===== src/rtl/uart_tx_buffer_if.sv =====
// Bus/sender signal bundle for uart_tx_buffer. Defining UART_TX_BUF_OVF_CNT_EN
// adds the ovf_count field and routes it through both modports.
interface uart_tx_buffer_if #(
  parameter int DEPTH_LOG2 = 4
);
  logic                wr_en;
  logic [7:0]          wr_data;
  logic                full;
  logic                empty;
  logic [DEPTH_LOG2:0] count;
  logic                overflow;
  logic                clr_overflow;
  logic [7:0]          tx_data;
  logic                tx_trigger;
  logic                tx_enable;
  logic                tx_state;
  logic                tx_finish;
  logic                idle;
`ifdef UART_TX_BUF_OVF_CNT_EN
  logic [7:0]          ovf_count;

  modport slave (
    input  wr_en, wr_data, clr_overflow, tx_state, tx_finish,
    output full, empty, count, overflow, tx_data, tx_trigger, tx_enable, idle, ovf_count
  );

  modport master (
    output wr_en, wr_data, clr_overflow, tx_state, tx_finish,
    input  full, empty, count, overflow, tx_data, tx_trigger, tx_enable, idle, ovf_count
  );
`else
  modport slave (
    input  wr_en, wr_data, clr_overflow, tx_state, tx_finish,
    output full, empty, count, overflow, tx_data, tx_trigger, tx_enable, idle
  );

  modport master (
    output wr_en, wr_data, clr_overflow, tx_state, tx_finish,
    input  full, empty, count, overflow, tx_data, tx_trigger, tx_enable, idle
  );
`endif
endinterface


===== src/rtl/uart_tx_buffer.sv =====
// Byte FIFO plus transmit sequencer feeding the UART sender one frame at a time.
// Optional UART_TX_BUF_OVF_CNT_EN adds a saturating dropped-write counter (ovf_count).
module uart_tx_buffer #(
  parameter int DEPTH_LOG2    = 4,
  parameter int GAP_CYCLES    = 16,
  parameter int START_TIMEOUT = 1024
) (
  input  logic            sysclk,
  input  logic            reset,
  uart_tx_buffer_if.slave bus
);

  localparam int DEPTH     = 1 << DEPTH_LOG2;
  localparam int TIMER_MAX = (START_TIMEOUT > GAP_CYCLES) ? START_TIMEOUT : GAP_CYCLES;
  localparam int TIMER_W   = (TIMER_MAX > 1) ? $clog2(TIMER_MAX) : 1;

  localparam logic [DEPTH_LOG2:0] DEPTH_CNT  = (DEPTH_LOG2 + 1)'(DEPTH);
  localparam logic [TIMER_W-1:0]  START_LAST = TIMER_W'(START_TIMEOUT - 1);
  localparam logic [TIMER_W-1:0]  GAP_LAST   = TIMER_W'((GAP_CYCLES > 0) ? GAP_CYCLES - 1 : 0);

  typedef enum logic [2:0] {
    ST_IDLE,
    ST_LOAD,
    ST_KICK,
    ST_WAIT_START,
    ST_WAIT_FIN,
    ST_GAP
  } state_t;

  state_t state, state_nxt;

  logic [7:0]            mem [DEPTH];
  logic [DEPTH_LOG2-1:0] wr_ptr, rd_ptr;
  logic [DEPTH_LOG2:0]   count;
  logic [7:0]            tx_data;
  logic                  overflow;
  logic [TIMER_W-1:0]    timer;
  logic                  finish_q;

  logic full, empty, wr_accept, wr_drop;
  logic pop, trigger, enable, timer_clr;

  assign full      = (count == DEPTH_CNT);
  assign empty     = (count == '0);
  assign wr_accept = bus.wr_en && !full;
  assign wr_drop   = bus.wr_en && full;

  always_ff @(posedge sysclk) begin
    if (reset) state <= ST_IDLE;
    else       state <= state_nxt;
  end

  // Sequencer: LOAD pops exactly once per byte; re-kicks after a start timeout reuse tx_data.
  always_comb begin
    state_nxt = state;
    pop       = 1'b0;
    trigger   = 1'b0;
    enable    = 1'b0;
    timer_clr = 1'b0;
    case (state)
      ST_IDLE: begin
        if (!empty) state_nxt = ST_LOAD;
      end
      ST_LOAD: begin
        pop       = 1'b1;
        state_nxt = ST_KICK;
      end
      ST_KICK: begin
        trigger   = 1'b1;
        enable    = 1'b1;
        timer_clr = 1'b1;
        state_nxt = ST_WAIT_START;
      end
      ST_WAIT_START: begin
        enable = 1'b1;
        if (bus.tx_state)             state_nxt = ST_WAIT_FIN;
        else if (timer == START_LAST) state_nxt = ST_KICK;
      end
      ST_WAIT_FIN: begin
        enable = 1'b1;
        if (bus.tx_finish && !finish_q) begin
          timer_clr = 1'b1;
          state_nxt = (GAP_CYCLES == 0) ? ST_IDLE : ST_GAP;
        end
      end
      ST_GAP: begin
        if (timer == GAP_LAST) state_nxt = ST_IDLE;
      end
      default: state_nxt = ST_IDLE;
    endcase
  end

  always_ff @(posedge sysclk) begin
    if (wr_accept) mem[wr_ptr] <= bus.wr_data;
  end

  // Occupancy and pointers; a simultaneous write and pop leaves count unchanged.
  always_ff @(posedge sysclk) begin
    if (reset) begin
      wr_ptr   <= '0;
      rd_ptr   <= '0;
      count    <= '0;
      tx_data  <= 8'h00;
      overflow <= 1'b0;
      timer    <= '0;
      finish_q <= 1'b0;
    end else begin
      finish_q <= bus.tx_finish;
      if (wr_accept) wr_ptr <= wr_ptr + 1'b1;
      if (pop) begin
        rd_ptr  <= rd_ptr + 1'b1;
        tx_data <= mem[rd_ptr];
      end
      case ({wr_accept, pop})
        2'b10:   count <= count + 1'b1;
        2'b01:   count <= count - 1'b1;
        default: count <= count;
      endcase
      if (wr_drop)               overflow <= 1'b1;
      else if (bus.clr_overflow) overflow <= 1'b0;
      if (timer_clr) timer <= '0;
      else           timer <= timer + 1'b1;
    end
  end

`ifdef UART_TX_BUF_OVF_CNT_EN
  logic [7:0] ovf_count;

  // A drop in the same cycle as a clear restarts the count at one.
  always_ff @(posedge sysclk) begin
    if (reset) begin
      ovf_count <= 8'h00;
    end else if (wr_drop) begin
      if (bus.clr_overflow)         ovf_count <= 8'h01;
      else if (ovf_count != 8'hFF)  ovf_count <= ovf_count + 8'h01;
    end else if (bus.clr_overflow) begin
      ovf_count <= 8'h00;
    end
  end

  assign bus.ovf_count = ovf_count;
`endif

  assign bus.full       = full;
  assign bus.empty      = empty;
  assign bus.count      = count;
  assign bus.overflow   = overflow;
  assign bus.tx_data    = tx_data;
  assign bus.tx_trigger = trigger;
  assign bus.tx_enable  = enable;
  assign bus.idle       = (state == ST_IDLE) && empty;

endmodule


===== src/flat_wrapper.sv =====
// flat-port wrapper written by rule: the top's interface ports become plain ports
module uart_tx_buffer_flat 
#(
  parameter int DEPTH_LOG2    = 4,
  parameter int GAP_CYCLES    = 16,
  parameter int START_TIMEOUT = 1024
)
  (sysclk, reset, bus_wr_en, bus_wr_data, bus_clr_overflow, bus_tx_state, bus_tx_finish, bus_full, bus_empty, bus_count, bus_overflow, bus_tx_data, bus_tx_trigger, bus_tx_enable, bus_idle);
  uart_tx_buffer_if #(.DEPTH_LOG2(DEPTH_LOG2)) bus_i ();
  input  logic sysclk;
  input  logic reset;
  input wire logic [$bits(bus_i.wr_en)-1:0] bus_wr_en;
  input wire logic [$bits(bus_i.wr_data)-1:0] bus_wr_data;
  input wire logic [$bits(bus_i.clr_overflow)-1:0] bus_clr_overflow;
  input wire logic [$bits(bus_i.tx_state)-1:0] bus_tx_state;
  input wire logic [$bits(bus_i.tx_finish)-1:0] bus_tx_finish;
  output wire logic [$bits(bus_i.full)-1:0] bus_full;
  output wire logic [$bits(bus_i.empty)-1:0] bus_empty;
  output wire logic [$bits(bus_i.count)-1:0] bus_count;
  output wire logic [$bits(bus_i.overflow)-1:0] bus_overflow;
  output wire logic [$bits(bus_i.tx_data)-1:0] bus_tx_data;
  output wire logic [$bits(bus_i.tx_trigger)-1:0] bus_tx_trigger;
  output wire logic [$bits(bus_i.tx_enable)-1:0] bus_tx_enable;
  output wire logic [$bits(bus_i.idle)-1:0] bus_idle;
  assign bus_i.wr_en = bus_wr_en;
  assign bus_i.wr_data = bus_wr_data;
  assign bus_i.clr_overflow = bus_clr_overflow;
  assign bus_i.tx_state = bus_tx_state;
  assign bus_i.tx_finish = bus_tx_finish;
  assign bus_full = bus_i.full;
  assign bus_empty = bus_i.empty;
  assign bus_count = bus_i.count;
  assign bus_overflow = bus_i.overflow;
  assign bus_tx_data = bus_i.tx_data;
  assign bus_tx_trigger = bus_i.tx_trigger;
  assign bus_tx_enable = bus_i.tx_enable;
  assign bus_idle = bus_i.idle;
  uart_tx_buffer #(.DEPTH_LOG2(DEPTH_LOG2), .GAP_CYCLES(GAP_CYCLES), .START_TIMEOUT(START_TIMEOUT)) u_core (.sysclk(sysclk), .reset(reset), .bus(bus_i));
endmodule

===== config.mk =====
export PLATFORM = sky130hd
export DESIGN_NAME = uart_tx_buffer_flat
export DESIGN_NICKNAME = d
export VERILOG_FILES = /design/src/rtl/uart_tx_buffer_if.sv /design/src/rtl/uart_tx_buffer.sv /design/src/flat_wrapper.sv
export SDC_FILE = /design/constraint.sdc
export NUM_CORES = 1
export LEC_CHECK = 0
export CORE_MARGIN = 2
export CORE_UTILIZATION = 55
export CTS_CLUSTER_DIAMETER = 30
export DETAILED_ROUTE_END_ITERATION = 10
export PLACE_DENSITY = 0.85
export SLEW_MARGIN = 20
export SYNTH_ARGS = -nofsm -noshare
export SYNTH_HDL_FRONTEND = slang
export SYNTH_SLANG_ARGS = --single-unit

===== constraint.sdc =====
create_clock -name sysclk -period 4.8 [get_ports sysclk]
set_input_delay 0.48 -clock sysclk [delete_from_list [all_inputs] [get_ports sysclk]]
set_output_delay 0.48 -clock sysclk [all_outputs]
set_load 0.1 [all_outputs]

==> results of run 1 <==
[metrics by stage]
step | power (W) | utilization, % | area, µm²
global placement | 0.00294 | 61.1 | 7040
floorplan | 0.00265 | - | 6580
finish | 0.00425 | 66.2 | 7630
global route | 0.00441 | 66.2 | 7630
CTS | 0.00428 | 66.2 | 7620
detailed placement | 0.00298 | 61.1 | 7040
[critical path, stage by stage (launching register included)]
cell	delay (ns)
dfxtp_1	0.37
nor4_1	0.43
nor2b_2	0.26
nor4b_2	0.21
clkdlybuf4s50_1	1.17
[cell usage in the layout (no fill, tap or decap), types with 2 or more instances in the layout]
| master | instances |
|---|---|
| inv_6 | 3 |
| a22oi_1 | 16 |
| nand2b_1 | 3 |
| clkinv_4 | 2 |
| nand4_1 | 3 |
| ha_1 | 9 |
| dfxtp_1 | 35 |
| clkinv_8 | 2 |
| xnor2_1 | 7 |
| nor2b_1 | 9 |
| nor3b_1 | 2 |
| nor3_2 | 2 |
| nand3_1 | 5 |
| clkbuf_16 | 17 |
| o22ai_1 | 2 |
| clkinvlp_4 | 2 |
| a21oi_1 | 11 |
| or4_1 | 3 |
| nor4_1 | 2 |
| xor2_1 | 11 |
| clkdlybuf4s50_1 | 32 |
| inv_1 | 7 |
| edfxtp_1 | 128 |
| mux4_2 | 32 |
| o21ai_0 | 4 |
| nor2_1 | 47 |
| and3_1 | 2 |
| buf_4 | 5 |
| and2_1 | 2 |
| or3_1 | 2 |
| inv_8 | 4 |
| nor3_1 | 3 |
| nand2_1 | 17 |
| mux2i_1 | 10 |
[final timing paths]
kind,end,slack [ns],cells past startpoint
worst min register to register,u_core.timer[0]$_SDFF_PP0_,0.46,1
worst max register to register,u_core.bus.count[4]$_SDFFE_PP0P_,1.54,11
worst min-delay path,u_core.timer[0]$_SDFF_PP0_,0.46,1
worst max-delay path,bus_idle,1.44,4
[cell type report]
| class | instances | area [µm²] | area share (%) |
|---|---|---|---|
| clock buffer | 18 | 439 | 5.76 |
| clock inverter | 14 | 141 | 1.85 |
| inverter | 7 | 26.3 | 0.344 |
| multi-input combinational | 219 | 1920 | 25.2 |
| sequential | 164 | 4570 | 59.8 |
| tap | 143 | 179 | 2.35 |
| timing repair buffer | 37 | 358 | 4.69 |
[flip-flops by register name (all words and copies together) (netlist names)]
name / count
u_core.bus.count: 5
u_core.timer: 10
u_core.bus.overflow: 1
u_core.wr_ptr: 4
u_core.state: 3
u_core.bus.tx_data: 8
u_core.rd_ptr: 4
u_core.finish_q: 1
u_core.mem: 128
[per-layer routing]
metal	global-route usage (%)	up-vias	routed length (µm)
met5	0	-	0
met3	5.68	26	916
met2	34.5	179	6420
li1	-	1657	-
met1	25.9	1796	4990
met4	9.51	0	312
[report_power, final]
group / switching [W] / total, W / internal (W)
logic: 0.000792 / 0.00123 / 0.000443
clock network: 0.000597 / 0.00130 / 0.000703
registers: 0.000106 / 0.00172 / 0.00161
[logic make-up after synthesis]
kind of cell             count (synthesis)  synth area share (%)
AO/OA/AOI/OAI                           41                  4.13
XOR/XNOR                                18                  2.40
adder cells (fa/ha/maj)                  9                  1.71
buffers and inverters                   28                  1.69
flip-flops                             164                  69.5
multiplexers                            43                  12.7
AND/OR/NAND/NOR                        108                  7.94
==> summary.md, run 1 <==
| Metric | Value |
|---|---|
| Layout Cells excl Fill | `602` |
| Iter 0 DRT Violations | `394` |
| Synth cell count leaders | `128 x edfxtp_1, 47 x nor2_1, 36 x dfxtp_1` |
| Fin nets | `469` |
| Worst-skew pair later-pin latency | `0.42 ns` |
| Root buffer cell | `clkbuf_16` |
| Netlist cell types | `41` |
| Worst slew pin tran | `1.07 ns` |
| Setup violators final | `0` |
| Die footprint | `0.0128 mm²` |
| Worst path arrival time | `2.88 ns` |
| Reg clk slew, reported paths | `0.07 ns` |
| Worst setup margin | `1.44 ns` |
| Vias/cell | `6.08` |
| CP Max Fanout | `7` |
| Leakage power | `2.51 nW` |
| Post-synth ARST share | `0%` |
| Final hold slack | `0.461 ns` |
| Skew final | `between 0.009 and 0.01 ns` |
| IO Count | `33` |
| Filler cells | `732` |
| Path type of the worst min-delay path | `reg2reg` |
| Crit share post-route | `a little over two thirds` |
| Synthesized area per cell | `16.0 µm²` |
| GRT Residual Overflow | `0` |
| Fmax | `just under 300 MHz` |
| Crit path capture type | `output pin` |
| Status | `finished clean` |
| Clock sinks | `164` |
| Hold buffers post-CTS | `0` |
| Routed wire length | `~13000 µm` |
| Syn Inst Count | `between 400 and 500` |
| Relative slew slack | `around 28%` |
| Via count | `3658` |
| Unrepaired setup endpoints after global routing | `no` |
| Initial antenna violation count | `0` |
| Post-CTS Resized | `0` |
| Min-delay src | `u_core.timer[0]$_SDFF_PP0_` |
| Ant diodes | `0` |
| Num CTS Buffers | `17` |
| Number of nets with antenna violations after detailed routing | `0` |
| Final GP Congestion | `0.817` |
| Post-synth top area share | `58.5%` |
| Post-Syn Area | `roughly 0.0066 mm²` |
| P&R area growth vs syn | `16.1%` |
| Post-Place Cells | `570` |
| Synth warn | `0` |
| Layout cells sized above 1 | `16.6%` |
| First-pass GRT wire length | `19700 µm` |
| Hold Fails Final Rpt | `0` |
| PortBufs | `32` |
| CTS tree | `yes` |
| Vias in the first global route | `3660` |
| Post-Place Worst Slack | `1.28 ns` |
| Top post-synthesis cells by area | `edfxtp_1 58%, dfxtp_1 11%, mux4_2 11%` |
| Gr usage total | `20.9%` |
| CP startpoint | `u_core.bus.count[1]$_SDFFE_PP0P_` |
| Row count | `39` |
| Post-synthesis sequential area ratio | `69.5%` |
| Syn Nets | `434` |
| Maximum vdd drop | `between 300 and 400 µV` |
| Final TNS setup | `0 ns` |
| CP Class | `reg2out` |
| Count leader, synth | `edfxtp_1` |
| Drt pass-1 iters | `5` |
| H-Tree Level Count | `4` |
| Fin. max-slew vios | `0` |
| Wire per inst | `21.0 µm` |
| CORE AREA | `roughly 0.012 mm²` |
| Number of synthesized flops with an enable pin | `between 100 and 150` |
| Post-CTS setup buffer count | `0` |
| Fin crit period | `roughly 3.4 ns` |
| PD cells | `558 mW/mm²` |
| Initial core utilization | `a little under three fifths` |
| DP Wirelength | `7870 µm` |
| DR DRC count | `0` |
| Ys flop type | `edfxtp_1` |
| Seq cells post-synth | `164` |
| CP Launch Type | `register` |
| Largest net degree at the start of global routing | `36` |
| MaxCap Viol Count | `0` |
| Worst r2r src | `u_core.bus.count[2]$_SDFFE_PP0P_` |
| Die Ht | `113 µm` |
| CP required | `roughly 4.3 ns` |
| Most area-hungry cell type in the Yosys netlist | `edfxtp_1` |
| Deepest clock path buffer count | `2` |
| Die Wd | `approximately 110 µm` |
Power figures use the tool's default switching activity.
==> run 2, diff against run 1 <==
==> constraint.sdc (replaced) <==
create_clock -name sysclk -period 3.5 [get_ports sysclk]
set_input_delay 0.35 -clock sysclk [delete_from_list [all_inputs] [get_ports sysclk]]
set_output_delay 0.35 -clock sysclk [all_outputs]
set_load 0.1 [all_outputs]
==> run 2 against run 1 <==
Die area unchanged; sequential share of layout area fell by 0.48 points; critical endpoint is now u_core.bus.count[4]$_SDFFE_PP0P_; global-route usage increased by 0.60 points; count of clock-buffer cells in the layout unchanged.
==> summary.md, run 2 (synthesis results as in run 1) <==
| Metric | Value |
|---|---|
| Status | `finished clean (unchanged)` |
| Path type of the worst min-delay path | `reg2reg (unchanged)` |
| Vias in the first global route | `3824 (was 3660)` |
| GRT Residual Overflow | `0 (unchanged)` |
| CP Launch Type | `register (unchanged)` |
| Number of nets with antenna violations after detailed routing | `0 (unchanged)` |
| Skew final | `0.00778 ns (was 0.00982 ns)` |
| Logic pwr share | `29.6% (was 29.0%)` |
| Relative slew slack | `33.2% (was 28.4%)` |
| Hold Fails Final Rpt | `0 (unchanged)` |
| CTS tree | `yes (unchanged)` |
| MaxCap Viol Count | `0 (unchanged)` |
| CP required | `3.85 ns (was 4.32 ns)` |
| Worst-skew pair later-pin latency | `0.42 ns (about the same)` |
| Wire length on met3 | `711 µm (was 916 µm)` |
| DP Wirelength | `7820 µm (was 7870 µm)` |
| Deepest clock path buffer count | `2 (unchanged)` |
| PD cells | `782 mW/mm² (was 558 mW/mm²)` |
| R2R Setup Slk | `0.45 ns (was 1.54 ns)` |
| Ant diodes | `0 (unchanged)` |
| Gr usage total | `21.5% (was 20.9%)` |
| Max Used Layer | `met4 (unchanged)` |
| Leading cell type in the layout, fill and taps excluded | `edfxtp_1 (unchanged)` |
| DR DRC count | `0 (unchanged)` |
| Num CTS Buffers | `17 (unchanged)` |
| Die footprint | `0.0128 mm² (unchanged)` |
| Crit share post-route | `87.2%` |
| Met2 WL | `6580 µm (was 6420 µm)` |
| Setup violators final | `0 (unchanged)` |
| Layout cells sized above 1 | `17.7% (was 16.6%)` |
| Slowest-stage cell, CP | `a222oi_1 (was clkdlybuf4s50_1)` |
| Iter 0 DRT Violations | `399 (was 394)` |
| Drt pass-1 iters | `5 (unchanged)` |
| Switching power | `0.00208 W (was 0.00149 W)` |
| Fin util | `66.8% (was 66.2%)` |
| Fin crit period | `3.05 ns` |
| Die Ht | `113 µm (unchanged)` |
| Via count | `3681 (was 3658)` |
| Largest regs | `u_core.mem: 128 flops, u_core.timer: 10 flops, u_core.bus.tx_data: 8 flops (unchanged)` |
| PortBufs | `32 (unchanged)` |
| Hold buffers post-CTS | `0 (unchanged)` |
| Leakage power | `2.56 nW (was 2.51 nW)` |
| Multi-input logic area | `0.00192 mm² (about the same)` |
| Post-DP Area | `0.00708 mm² (was 0.00704 mm²)` |
| Reg clk slew, reported paths | `0.07 ns (about the same)` |
| Clock sinks | `164 (unchanged)` |
| Fin. max-slew vios | `0 (unchanged)` |
| Unrepaired setup endpoints after global routing | `no (unchanged)` |
| Post-route cell area | `0.00769 mm² (was 0.00763 mm²)` |
| Wire per inst | `20.9 µm (was 21.0 µm)` |
| Initial core utilization | `57.1% (unchanged)` |
| Post-CTS setup buffer count | `0 (unchanged)` |
| Crit path capture type | `register (was output pin)` |
| Metal-1 WL | `5010 µm (was 4990 µm)` |
| First-pass GRT wire length | `20400 µm (was 19700 µm)` |
| Worst path arrival time | `3.41 ns (was 2.88 ns)` |
| H-Tree Level Count | `4 (unchanged)` |
| Fmax | `328 MHz` |
| Vias/cell | `6.06 (was 6.08)` |
| Final GP Congestion | `0.795 (was 0.817)` |
| Row count | `39 (unchanged)` |
| Pint | `0.00393 W (was 0.00276 W)` |
| Fin nets | `474 (was 469)` |
| Number of flip-flops in the largest register | `128 (unchanged)` |
| Reg power frac | `38.8% (was 40.4%)` |
| Switching Share | `34.6% (was 35.1%)` |
| Biggest register | `u_core.mem (unchanged)` |
| Root buffer cell | `clkbuf_16 (unchanged)` |
| IO Count | `33 (unchanged)` |
| Cell Chain, Critical Path | `nor4_1, a21boi_1, inv_1, ha_1, xor2_1, ha_1, a21oi_1, o22ai_1, a222oi_1, o21ai_0, a21oi_1 (was nor4_1, nor2b_2, nor4b_2, clkdlybuf4s50_1)` |
| CORE AREA | `0.0115 mm² (unchanged)` |
| Routed wire length | `12700 µm (was 12600 µm)` |
| Largest net degree at the start of global routing | `36 (unchanged)` |
| CP Max Fanout | `7 (unchanged)` |
| Final TNS setup | `0 ns (unchanged)` |
| Die Wd | `113 µm (unchanged)` |
| P&R area growth vs syn | `17.0% (was 16.1%)` |
| Clk pwr share | `31.6% (was 30.6%)` |
| CP max stage delay | `0.49 ns (was 1.17 ns)` |
| Post-CTS Resized | `0 (unchanged)` |
| Commonest cells after routing, fill and taps aside | `128 x edfxtp_1, 47 x nor2_1, 35 x dfxtp_1, 32 x mux4_2, 28 x clkdlybuf4s50_1 (was 128 x edfxtp_1, 47 x nor2_1, 35 x dfxtp_1, 32 x mux4_2, 32 x clkdlybuf4s50_1)` |
| Storage element area | `0.00457 mm² (unchanged)` |
| Maximum vdd drop | `372 µV (was 334 µV)` |
| CP Class | `reg2reg (was reg2out)` |
| Initial antenna violation count | `0 (unchanged)` |
| Worst slew pin tran | `1.00 ns (was 1.07 ns)` |
| Filler cells | `746 (was 732)` |
## run 2: cell types whose count changed in the layout (fill, tap and decap cells not counted), moves of 2 or more
cell	before	now
inv_6	3	5
buf_4	5	14
bufinv_16	0	2
clkdlybuf4s50_1	32	28
nor3_1	3	5
nor3_2	2	0
## run 2: worst paths after layout
check,from,endpoint,cells after the start
setup / recovery,u_core.bus.count[1]$_SDFFE_PP0P_,u_core.bus.count[4]$_SDFFE_PP0P_,11
hold / removal,u_core.timer[0]$_SDFF_PP0_,u_core.timer[0]$_SDFF_PP0_,1
setup reg to reg,u_core.bus.count[1]$_SDFFE_PP0P_,u_core.bus.count[4]$_SDFFE_PP0P_,11
hold reg to reg,u_core.timer[0]$_SDFF_PP0_,u_core.timer[0]$_SDFF_PP0_,1
## run 2: cell type report
class / instances / share of cell area (%)
inverter: 7 / 0.342
multi-input combinational: 219 / 25.0
sequential: 164 / 59.4
clock buffer: 18 / 5.58
timing repair buffer: 42 / 5.01
clock inverter: 14 / 2.36
tap: 143 / 2.33
## run 2: critical path: cells and delay by family, from the launching register on
family                     cells  cell delay (ns)
AOI/OAI and AO/OA              6             1.36
xor gates and xnor gates       1             0.12
adders and majority gates      2             0.52
buffers and inverters          1             0.11
DFF                            1             0.39
and+or+nand+nor                1             0.47
## run 2: power groups by stage
stage	combinational [W]	clock (W)	sequential (W)
2_1_floorplan	0.00103	0	0.00263
6_report	0.00178	0.00190	0.00233
3_5_place_dp	0.00177	0	0.00237
5_1_grt	0.00188	0.00199	0.00235
4_1_cts	0.00178	0.00192	0.00233
3_3_place_gp	0.00172	0	0.00236
## run 2: stage by stage
step           power, W  setup WS, ns  hold slack (ns)  cells
3_3_place_gp    0.00408         0.750            0.441    575
5_1_grt         0.00621         0.282            0.492    607
4_1_cts         0.00603         0.544            0.469    607
3_5_place_dp    0.00413         0.584            0.453    575
6_report        0.00601         0.448            0.465    607
2_1_floorplan   0.00366        0.0395            0.430    411
## run 2: per-layer routing
metal  vias to the layer above  GRT usage [%]
met5                         -              0
met4                         0           10.3
met3                        33           5.46
met2                       155           35.0
met1                      1828           27.2
li1                       1665              -
==> run 3, diff against run 2 <==
--- a/config.mk
+++ b/config.mk
@@ -10,7 +10,9 @@
 export CTS_CLUSTER_DIAMETER = 30
 export DETAILED_ROUTE_END_ITERATION = 10
 export PLACE_DENSITY = 0.85
+export SETUP_SLACK_MARGIN = 0.3
 export SLEW_MARGIN = 20
 export SYNTH_ARGS = -nofsm -noshare
 export SYNTH_HDL_FRONTEND = slang
 export SYNTH_SLANG_ARGS = --single-unit
+export TNS_END_PERCENT = 10
==> run 3 against run 2 <==
Clock power is 9% lower; sequential power is 3% higher; power is 3.0% lower; via count is 1.0% higher; maximum frequency is 2.5% higher; hold slack better by 0.018 ns; largest power group unchanged; utilization is 0.55 points lower; die area stayed put; register-to-register slack better by 0.07 ns; first-iteration DRC count is 5.5% higher.
==> summary.md, run 3 (synthesis results as in run 1) <==
| Metric | Value |
|---|---|
| PD cells | `765 mW/mm² (was 782 mW/mm²)` |
| IO Count | `33 (unchanged)` |
| Hold buffers post-CTS | `0 (unchanged)` |
| Cell Chain, Critical Path | `nor4_1, a21boi_1, buf_4, inv_1, ha_1, xor2_1, ha_1, a21oi_1, o22ai_1, a222oi_1, or3_1, a21oi_1 (was nor4_1, a21boi_1, inv_1, ha_1, xor2_1, ha_1, a21oi_1, o22ai_1, a222oi_1, o21ai_0, a21oi_1)` |
| Skew final | `0.00917 ns (was 0.00778 ns)` |
| Met1 usage | `28.5% (was 27.2%)` |
| Row count | `39 (unchanged)` |
| DP Wirelength | `7940 µm (was 7820 µm)` |
| CP startpoint | `u_core.bus.count[0]$_SDFFE_PP0P_ (was u_core.bus.count[1]$_SDFFE_PP0P_)` |
| Hold Fails Final Rpt | `0 (unchanged)` |
| CTS tree | `yes (unchanged)` |
| Post-route cell area | `0.00763 mm² (was 0.00769 mm²)` |
| Final GP Congestion | `0.812 (was 0.795)` |
| Routing usage on met3 | `7.39% (was 5.46%)` |
| P&R area growth vs syn | `16.1% (was 17.0%)` |
| Post-DP Area | `0.00709 mm² (was 0.00708 mm²)` |
| Gr usage total | `22.2% (was 21.5%)` |
| Num CTS Buffers | `17 (unchanged)` |
| Number of flip-flops in the largest register | `128 (unchanged)` |
| Reg power frac | `41.0% (was 38.8%)` |
| Biggest register | `u_core.mem (unchanged)` |
| Clk pwr share | `29.5% (was 31.6%)` |
| Critical path destination | `u_core.bus.count[4]$_SDFFE_PP0P_ (unchanged)` |
| Final TNS setup | `0 ns (unchanged)` |
| Ant diodes | `0 (unchanged)` |
| CP Launch Type | `register (unchanged)` |
| Worst r2r src | `u_core.bus.count[0]$_SDFFE_PP0P_ (was u_core.bus.count[1]$_SDFFE_PP0P_)` |
| Iter 0 DRT Violations | `421 (was 399)` |
| Logic pwr share | `29.6% (about the same)` |
| Maximum vdd drop | `494 µV (was 372 µV)` |
| Worst setup margin | `0.522 ns (was 0.448 ns)` |
| Largest net degree at the start of global routing | `36 (unchanged)` |
| Path type of the worst min-delay path | `reg2reg (unchanged)` |
| Routed wire length | `13300 µm (was 12700 µm)` |
| Leakage power | `2.52 nW (was 2.56 nW)` |
| CP Max Fanout | `9 (was 7)` |
| Post-CTS setup buffer count | `0 (unchanged)` |
| CP required | `3.81 ns (was 3.85 ns)` |
| Vias/cell | `6.13 (was 6.06)` |
| Layout cells sized above 1 | `17.5% (was 17.7%)` |
| Switching power | `0.00201 W (was 0.00208 W)` |
| Die footprint | `0.0128 mm² (unchanged)` |
| Unrepaired setup endpoints after global routing | `no (unchanged)` |
| Die Ht | `113 µm (unchanged)` |
| Fin crit period | `2.98 ns (was 3.05 ns)` |
| Busiest layer in global routing | `met2 (unchanged)` |
| Status | `finished clean (unchanged)` |
| Worst slew pin tran | `0.993 ns (was 1.00 ns)` |
| Largest regs | `u_core.mem: 128 flops, u_core.timer: 10 flops, u_core.bus.tx_data: 8 flops (unchanged)` |
| DR DRC count | `0 (unchanged)` |
| Slowest-stage cell, CP | `nor4_1 (was a222oi_1)` |
| Filler cells | `763 (was 746)` |
| Crit share post-route | `85.1% (was 87.2%)` |
| Relative slew slack | `33.6% (was 33.2%)` |
| Drt pass-1 iters | `5 (unchanged)` |
| Switching Share | `34.5% (was 34.6%)` |
| Number of nets with antenna violations after detailed routing | `0 (unchanged)` |
| Commonest cells after routing, fill and taps aside | `128 x edfxtp_1, 47 x nor2_1, 32 x mux4_2, 31 x dfxtp_1, 29 x clkdlybuf4s50_1 (was 128 x edfxtp_1, 47 x nor2_1, 35 x dfxtp_1, 32 x mux4_2, 28 x clkdlybuf4s50_1)` |
| Initial core utilization | `57.1% (unchanged)` |
| PortBufs | `32 (unchanged)` |
| Die Wd | `113 µm (unchanged)` |
| Deepest clock path buffer count | `2 (unchanged)` |
| Post-Place Worst Slack | `0.552 ns (was 0.584 ns)` |
| Crit path capture type | `register (unchanged)` |
| Clock sinks | `164 (unchanged)` |
| Via count | `3718 (was 3681)` |
| MaxCap Viol Count | `0 (unchanged)` |
| Root buffer cell | `clkbuf_16 (unchanged)` |
| Worst-skew pair later-pin latency | `0.43 ns (was 0.42 ns)` |
| H-Tree Level Count | `4 (unchanged)` |
| Fin. max-slew vios | `0 (unchanged)` |
| Setup violators final | `0 (unchanged)` |
| First-pass GRT wire length | `20400 µm (about the same)` |
| CORE AREA | `0.0115 mm² (unchanged)` |
| Post-CTS Resized | `0 (unchanged)` |
| GR Util met2 | `34.9% (was 35.0%)` |
| CP Class | `reg2reg (unchanged)` |
| Wire per inst | `21.9 µm (was 20.9 µm)` |
| Leading cell type in the layout, fill and taps excluded | `edfxtp_1 (unchanged)` |
| Worst path arrival time | `3.29 ns (was 3.41 ns)` |
| R2R Setup Slk | `0.52 ns (was 0.45 ns)` |
| CP max stage delay | `0.45 ns (was 0.49 ns)` |
| Reg-to-Reg End | `u_core.bus.count[4]$_SDFFE_PP0P_ (unchanged)` |
| Pint | `0.00382 W (was 0.00393 W)` |
| Reg clk slew, reported paths | `0.06 ns (was 0.07 ns)` |
| Fin nets | `474 (unchanged)` |
| Vias in the first global route | `3649 (was 3824)` |
| Initial antenna violation count | `0 (unchanged)` |
| GRT Residual Overflow | `0 (unchanged)` |
| R2R depth | `12 (was 11)` |
| Fmax | `336 MHz (was 328 MHz)` |
[run 3: cell count changes in the layout (fill, tap and decap cells not counted), moves of 3 or more]
cell | before | now
dfxtp_1 | 35 | 31
dfxtp_2 | 1 | 5
inv_8 | 4 | 0
clkinv_1 | 0 | 3
clkinv_2 | 0 | 3
[run 3: metal layers]
metal / routed length, µm / part of all wire (%)
met1: 5430 / 41
met2: 6550 / 49
met3: 957 / 7.2
met4: 364 / 2.7
met5: 0 / 0
[run 3: power by group through the flow]
stage / registers, W / logic [W] / clock network (W)
2_1_floorplan: 0.00263 / 0.00103 / 0
3_3_place_gp: 0.00242 / 0.00168 / 0
3_5_place_dp: 0.00243 / 0.00171 / 0
4_1_cts: 0.00239 / 0.00173 / 0.00174
5_1_grt: 0.00241 / 0.00182 / 0.00182
6_report: 0.00239 / 0.00172 / 0.00172
[run 3: worst max-delay path, delay by kind of cell, from the launching register on]
kind | cells | cell delay [ns]
flip-flops | 1 | 0.35
AND/OR/NAND/NOR | 2 | 0.62
XOR/XNOR | 1 | 0.10
AO/OA/AOI/OAI | 5 | 1.06
buffers and inverters | 2 | 0.26
adder cells (fa/ha/maj) | 2 | 0.47
[run 3: area by class of cell]
type                            instances  area [µm²]  share of cell area (%)
Tap cell                              143         179                    2.35
Clock buffer                           19         433                    5.68
Inverter                                7        26.3                   0.345
Sequential cell                       164        4570                    59.9
Multi-Input combinational cell        219        1920                    25.2
Timing Repair Buffer                   42         388                    5.09
Clock inverter                         13         106                    1.39
[run 3: metrics by stage]
step / cells / hold slack (ns) / total power [W] / util, %
after global placement: 575 / 0.444 / 0.00410 / 61.5
after global routing: 607 / 0.517 / 0.00605 / 66.2
final: 607 / 0.483 / 0.00583 / 66.2
after floorplan: 411 / 0.430 / 0.00366 / -
after CTS: 607 / 0.486 / 0.00586 / 66.2
after detailed placement: 575 / 0.472 / 0.00414 / 61.5
[run 3: worst min path at each step]
stage,startpoint,endpoint,slack [ns],cells after the start
after floorplan,u_core.timer[0]$_SDFF_PP0_,u_core.timer[0]$_SDFF_PP0_,0.43,1
after global placement,u_core.timer[0]$_SDFF_PP0_,u_core.timer[0]$_SDFF_PP0_,0.44,1
after detailed placement,u_core.timer[0]$_SDFF_PP0_,u_core.timer[0]$_SDFF_PP0_,0.47,1
after CTS,u_core.timer[0]$_SDFF_PP0_,u_core.timer[0]$_SDFF_PP0_,0.49,1
after global routing,u_core.timer[0]$_SDFF_PP0_,u_core.timer[0]$_SDFF_PP0_,0.52,1
final,u_core.timer[0]$_SDFF_PP0_,u_core.timer[0]$_SDFF_PP0_,0.48,1
